### src/rtl/line_pkg.sv
// Shared definitions for the line streamer.
//
// Purpose : default geometry of a line and the FSM state encoding.
// Build   : LINE_STREAMER_CKSUM_EN adds the CKSUM state, in which a trailing
//           XOR checksum beat follows the data beats.
package line_pkg;

    localparam int LINE_DATA_W = 128;   // default line width in bits
    localparam int LINE_ADDR_W = 8;     // default line index width in bits

`ifdef LINE_STREAMER_CKSUM_EN
    typedef enum logic [1:0] {
        ST_IDLE  = 2'd0,
        ST_SEND  = 2'd1,
        ST_CKSUM = 2'd2,
        ST_DONE  = 2'd3
    } line_state_e;
`else
    typedef enum logic [1:0] {
        ST_IDLE  = 2'd0,
        ST_SEND  = 2'd1,
        ST_DONE  = 2'd3
    } line_state_e;
`endif

endpackage : line_pkg

### src/rtl/line_streamer.sv
// line_streamer
//
// Purpose : streams a burst of consecutive lines from an external line memory
//           (combinational read port) onto a valid/ready stream.
//
// Ports   :
//   clk         in   single clock, rising edge
//   resetn      in   asynchronous active-low reset
//   start       in   burst request, sampled only in IDLE
//   base        in   first line index, sampled with start
//   len         in   line count (ADDR_WIDTH+1 bits), sampled with start
//   mem_rindex  out  read index to the line memory
//   mem_rdata   in   read data for mem_rindex, same cycle
//   out_valid   out  stream beat valid
//   out_ready   in   stream sink ready
//   out_data    out  stream beat payload
//   out_last    out  final beat of the burst
//   busy        out  high whenever the FSM is not IDLE
//   done        out  one-cycle pulse when the burst completes
//
// Build   : define LINE_STREAMER_CKSUM_EN to append an XOR checksum beat after
//           the data beats; out_last then marks only the checksum beat.
module line_streamer
    import line_pkg::*;
#(
    parameter int DATA_WIDTH = LINE_DATA_W,
    parameter int ADDR_WIDTH = LINE_ADDR_W
) (
    input  logic                  clk,
    input  logic                  resetn,
    input  logic                  start,
    input  logic [ADDR_WIDTH-1:0] base,
    input  logic [ADDR_WIDTH:0]   len,
    output logic [ADDR_WIDTH-1:0] mem_rindex,
    input  logic [DATA_WIDTH-1:0] mem_rdata,
    output logic                  out_valid,
    input  logic                  out_ready,
    output logic [DATA_WIDTH-1:0] out_data,
    output logic                  out_last,
    output logic                  busy,
    output logic                  done
);

    localparam int REM_W = ADDR_WIDTH + 1;

    line_state_e           state_q, state_d;
    logic [DATA_WIDTH-1:0] data_q,  data_d;
    logic [ADDR_WIDTH-1:0] ptr_q,   ptr_d;
    logic [REM_W-1:0]      rem_q,   rem_d;
    logic                  last_q,  last_d;
`ifdef LINE_STREAMER_CKSUM_EN
    logic [DATA_WIDTH-1:0] cksum_q, cksum_d;
`endif

    logic handshake;

    // The memory index always points one line ahead of the held beat, so the
    // next beat is already on mem_rdata when the current one is accepted.
    // In IDLE it points at base so the first beat can be captured with start.
    assign mem_rindex = (state_q == ST_IDLE) ? base : ptr_q + 1'b1;

`ifdef LINE_STREAMER_CKSUM_EN
    assign out_valid = (state_q == ST_SEND) || (state_q == ST_CKSUM);
`else
    assign out_valid = (state_q == ST_SEND);
`endif
    assign out_data  = data_q;
    assign out_last  = last_q;
    assign busy      = (state_q != ST_IDLE);
    assign done      = (state_q == ST_DONE);
    assign handshake = out_valid && out_ready;

    always_ff @(posedge clk or negedge resetn) begin
        if (!resetn) begin
            state_q <= ST_IDLE;
            data_q  <= '0;
            ptr_q   <= '0;
            rem_q   <= '0;
            last_q  <= 1'b0;
`ifdef LINE_STREAMER_CKSUM_EN
            cksum_q <= '0;
`endif
        end else begin
            state_q <= state_d;
            data_q  <= data_d;
            ptr_q   <= ptr_d;
            rem_q   <= rem_d;
            last_q  <= last_d;
`ifdef LINE_STREAMER_CKSUM_EN
            cksum_q <= cksum_d;
`endif
        end
    end

    always_comb begin
        state_d = state_q;
        data_d  = data_q;
        ptr_d   = ptr_q;
        rem_d   = rem_q;
        last_d  = last_q;
`ifdef LINE_STREAMER_CKSUM_EN
        cksum_d = cksum_q;
`endif

        unique case (state_q)
            ST_IDLE: begin
                if (start) begin
`ifdef LINE_STREAMER_CKSUM_EN
                    cksum_d = '0;
`endif
                    if (len != '0) begin
                        data_d  = mem_rdata;
                        ptr_d   = base;
                        rem_d   = len;
`ifdef LINE_STREAMER_CKSUM_EN
                        last_d  = 1'b0;
`else
                        last_d  = (len == REM_W'(1));
`endif
                        state_d = ST_SEND;
                    end else begin
                        state_d = ST_DONE;
                    end
                end
            end

            ST_SEND: begin
                if (handshake) begin
`ifdef LINE_STREAMER_CKSUM_EN
                    // Fold the accepted beat in; the final fold becomes the
                    // checksum beat itself.
                    cksum_d = cksum_q ^ data_q;
`endif
                    if (rem_q != REM_W'(1)) begin
                        data_d = mem_rdata;
                        ptr_d  = ptr_q + 1'b1;
                        rem_d  = rem_q - 1'b1;
`ifndef LINE_STREAMER_CKSUM_EN
                        last_d = (rem_q == REM_W'(2));
`endif
                    end else begin
                        rem_d   = '0;
`ifdef LINE_STREAMER_CKSUM_EN
                        data_d  = cksum_q ^ data_q;
                        last_d  = 1'b1;
                        state_d = ST_CKSUM;
`else
                        last_d  = 1'b0;
                        state_d = ST_DONE;
`endif
                    end
                end
            end

`ifdef LINE_STREAMER_CKSUM_EN
            ST_CKSUM: begin
                if (handshake) begin
                    last_d  = 1'b0;
                    state_d = ST_DONE;
                end
            end
`endif

            ST_DONE: begin
                // start is deliberately not looked at here.
                state_d = ST_IDLE;
            end

            default: begin
                state_d = ST_IDLE;
            end
        endcase
    end

endmodule : line_streamer

### config.mk
export PLATFORM = sky130hd
export DESIGN_NAME = line_streamer
export DESIGN_NICKNAME = d
export VERILOG_FILES = /design/src/rtl/line_pkg.sv /design/src/rtl/line_streamer.sv
export SDC_FILE = /design/constraint.sdc
export NUM_CORES = 1
export LEC_CHECK = 0
export BUFFER_PORTS_ARGS = -buffer_cell sky130_fd_sc_hd__buf_2
export CAP_MARGIN = 5
export CORE_ASPECT_RATIO = 0.5
export CORE_MARGIN = 3
export CORE_UTILIZATION = 44
export CTS_BUF_LIST = sky130_fd_sc_hd__clkbuf_4
export DETAILED_ROUTE_END_ITERATION = 6
export PLACE_DENSITY = 0.8
export SLEW_MARGIN = 20
export SYNTH_ARGS = -nofsm -noshare
export SYNTH_HDL_FRONTEND = slang
export SYNTH_SLANG_ARGS = --single-unit
### constraint.sdc
create_clock -name clk -period 2.2 [get_ports clk]
set_clock_uncertainty 0.1 [all_clocks]
set_input_delay 0.33 -clock clk [delete_from_list [all_inputs] [get_ports clk]]
set_output_delay 0.33 -clock clk [all_outputs]
set_load 0.05 [all_outputs]
==> impl_metrics.json <==
{
  "outcome": "complete, but fails checks",
  "violations": "setup timing",
  "synth_ff_type": "dfrtp_1",
  "final_common_cell": "buf_2",
  "route.detailed.drc": 0,
  "dieHeight_microns": 91.49,
  "use_met2_pct": 46.10,
  "grt_util_all_layers_pct": 25.18,
  "hold_viol_final": 0,
  "grt_antenna_before_repair": 0,
  "crit_required_ns": 1.77,
  "drt-initial-drc-count": 262,
  "fmax_ghz": 0.4525,
  "layout-drive-gt1-share_pct": 57.03,
  "path_cells": "ha_4 -> buf_6 -> xnor2_4 -> a21oi_2 -> buf_6",
  "crit_type": "reg2out",
  "ant_nets": 0,
  "fin_crit_ns": 2.210,
  "synth_area_sq_um": 6431,
  "dieWidth_microns": 177.0,
  "critPathTopFamily": "flip-flops",
  "grt_max_degree": 52,
  "mostFrequentLayoutCells": "buf_2 (278), dfrtp_1 (143), dlygate4sd3_1 (133)",
  "post-dp-hpwl_microns": 12780,
  "syn_nets": 612,
  "crit_buf_inv": 2,
  "cts.sinks": 148,
  "avgSynthCellArea_sq_um": 14.01,
  "cts_tree": "done",
  "end_kind": "output pin",
  "viasPerCell": 5.142,
  "avgRoutedWirePerCell_microns": 18.58,
  "wl_microns": 20740,
  "grt_remaining_overflow": 0,
  "crit_top_cell": "buf_6",
  "clock_path_buffers": 2,
  "ys_ff_latch": 148,
  "rsz0062_at_grt": "yes",
  "syn_to_final_growth_pct": 58.62,
  "fin_ws_ns": -0.009944,
  "grt.busiest_layer": "met2",
  "htreeDepth": 4,
  "startpoint_type": "flip-flop",
  "core-area_sq_um": 13930,
  "ys_seq_area_share_pct": 57.59,
  "cts_buffers": 17,
  "dr.pass1.iters": 4,
  "slew_viol_final": 0,
  "synth-edff-count": 0,
  "gr-usage-met3_pct": 4.094,
  "worstPathMaxFanout": 5,
  "grt_use_met1_pct": 27.98,
  "yosysTopAreaCellShare_pct": 57.59,
  "port_buffers": 288,
  "gp_congestion": 0.8699,
  "initial_core_util_pct": 46.18,
  "ys_types": 47,
  "antenna_cells": 0,
  "yosysTopAreaCell": "dfrtp_1",
  "worst_hold_path_type": "in2reg",
  "grt_pass1_wl_microns": 32310,
  "cp_slowest_stage_delay_ns": 0.48,
  "dieArea_sq_um": 16190,
  "async_flop_share_pct": 100.0,
  "io_pins": 289,
  "cp_slowest_cell": "dfrtp_2",
  "fill_cells": 909,
  "cap_violations": 0,
  "grt_pass1_vias": 6192,
  "layout.nets": 1064,
  "timing.final.crit_share_pct": 100.5,
  "yosysWarnings": 0,
  "clkLatencyLatePin_ns": 0.51,
  "synthTopCellsByArea": "dfrtp_1 (58%), mux2_2 (17%), mux2_4 (7.5%), nor2_1 (1.5%), a21oi_1 (1.2%)",
  "num_rows": 30,
  "critical_path_arrival_ns": 1.78,
  "clkTransAtPathRegs_ns": 0.14,
  "final-setup-viol-count": 2,
  "slew_headroom_pct": 66.83,
  "cts-root-buf": "clkbuf_4",
  "tightest_slew_ns": 0.4975,
  "vias": 5739,
  "synthCells": 459,
  "hold_ws_ns": 0.05693
}
==> tightest hold or removal path, delay by kind of cell <==
kind	cells	cell delay, ns
AND/OR/NAND/NOR	1	0.04
AO/OA/AOI/OAI	2	0.17
buffers and inverters	1	0.09
==> registers in the layout (all words and copies together) (netlist names) <==
register / count
state_q: 2
out_data: 128
ptr_q: 8
rem_q: 9
out_last: 1
==> cell usage after synthesis (2+ instances only) <==
master,count
mux2_4,32
nor2_1,26
nand4_1,2
buf_6,6
o22ai_1,3
nor3_4,2
nand3b_1,2
nand2_1,14
nand2b_1,3
a31o_2,3
buf_2,10
ha_1,4
a31oi_1,3
nor4_1,2
xnor2_1,5
or3_1,2
mux2_2,97
o211ai_1,8
and3_1,3
o2bb2ai_1,3
mux2i_1,2
nand3_1,6
o21ai_0,6
clkbuf_1,8
a22oi_1,5
o31ai_1,3
a21oi_1,16
nor3_1,3
a32oi_1,2
a41oi_1,3
a22o_1,5
a2bb2oi_1,2
inv_1,7
dfrtp_1,148
==> repair_timing <==
item                                   CTS  global route
endpoints found under the hold margin  180             0
setup buffers                            6            10
setup endpoints to repair               10            10
pin swaps                                5             8
hold buffers                           133             0
gates resized for setup                 37            24
cloned                                   0             1
==> cell type report <==
class | count | area (sq um) | area share [%]
Clock buffer | 17 | 127.6 | 1.251
Clock inverter | 15 | 140.1 | 1.374
Inverter | 8 | 33.78 | 0.3312
Multi-Input combinational cell | 277 | 2723 | 26.69
Sequential cell | 148 | 3710 | 36.37
Tap cell | 192 | 240.2 | 2.355
Timing Repair Buffer | 459 | 3227 | 31.63
==> layer usage <==
metal / wire [microns] / vias to the layer above
met5: 0 / -
met4: 996 / 0
met3: 1005 / 88
met2: 11340 / 238
met1: 7389 / 2841
li1: - / 2572
==> final timing paths <==
check | depth (start not counted) | end | startpoint | slack, ns
max | 5 | mem_rindex[2] | ptr_q[0] | -0.01
max in group asynchronous | 3 | ptr_q[2] | resetn | 1.16
min reg2reg | 1 | out_data[109] | out_data[109] | 0.42
max reg2reg | 6 | out_data[15] | rem_q[0] | 0.06
min in group asynchronous | 2 | out_data[61] | resetn | 0.19
min | 4 | rem_q[6] | len[6] | 0.06
==> metrics by stage <==
stage          instance area [sq um]  std cells  setup TNS, ns  util [%]  worst slack (ns)
6_report                       10200       1116       -0.01916     73.25         -0.009944
3_5_place_dp                    8214        934              0     58.98            0.1081
3_3_place_gp                    8214        934              0     58.98            0.1600
5_1_grt                        10200       1116        -0.5692     73.25           -0.1231
4_1_cts                         9985       1105        -0.1043     71.70          -0.04534
2_1_floorplan                   6459        459              0         -          0.008113
==> logic make-up (layout without fill, tap and decap cells) <==
logic type | count (synthesis) | in the layout | share of synthesized area, %
flip-flops | 148 | 148 | 57.59
multiplexers | 131 | 131 | 24.77
AND/OR/NAND/NOR | 69 | 69 | 5.642
AO/OA/AOI/OAI | 67 | 67 | 7.510
buffers and inverters | 34 | 499 | 2.899
XOR/XNOR | 6 | 6 | 0.8171
adder cells (fa/ha/maj) | 4 | 4 | 0.7782
Power is left out: the tool's default activity adds up to more than one toggle a clock period on the data nets, which glitch-free logic cannot reach.
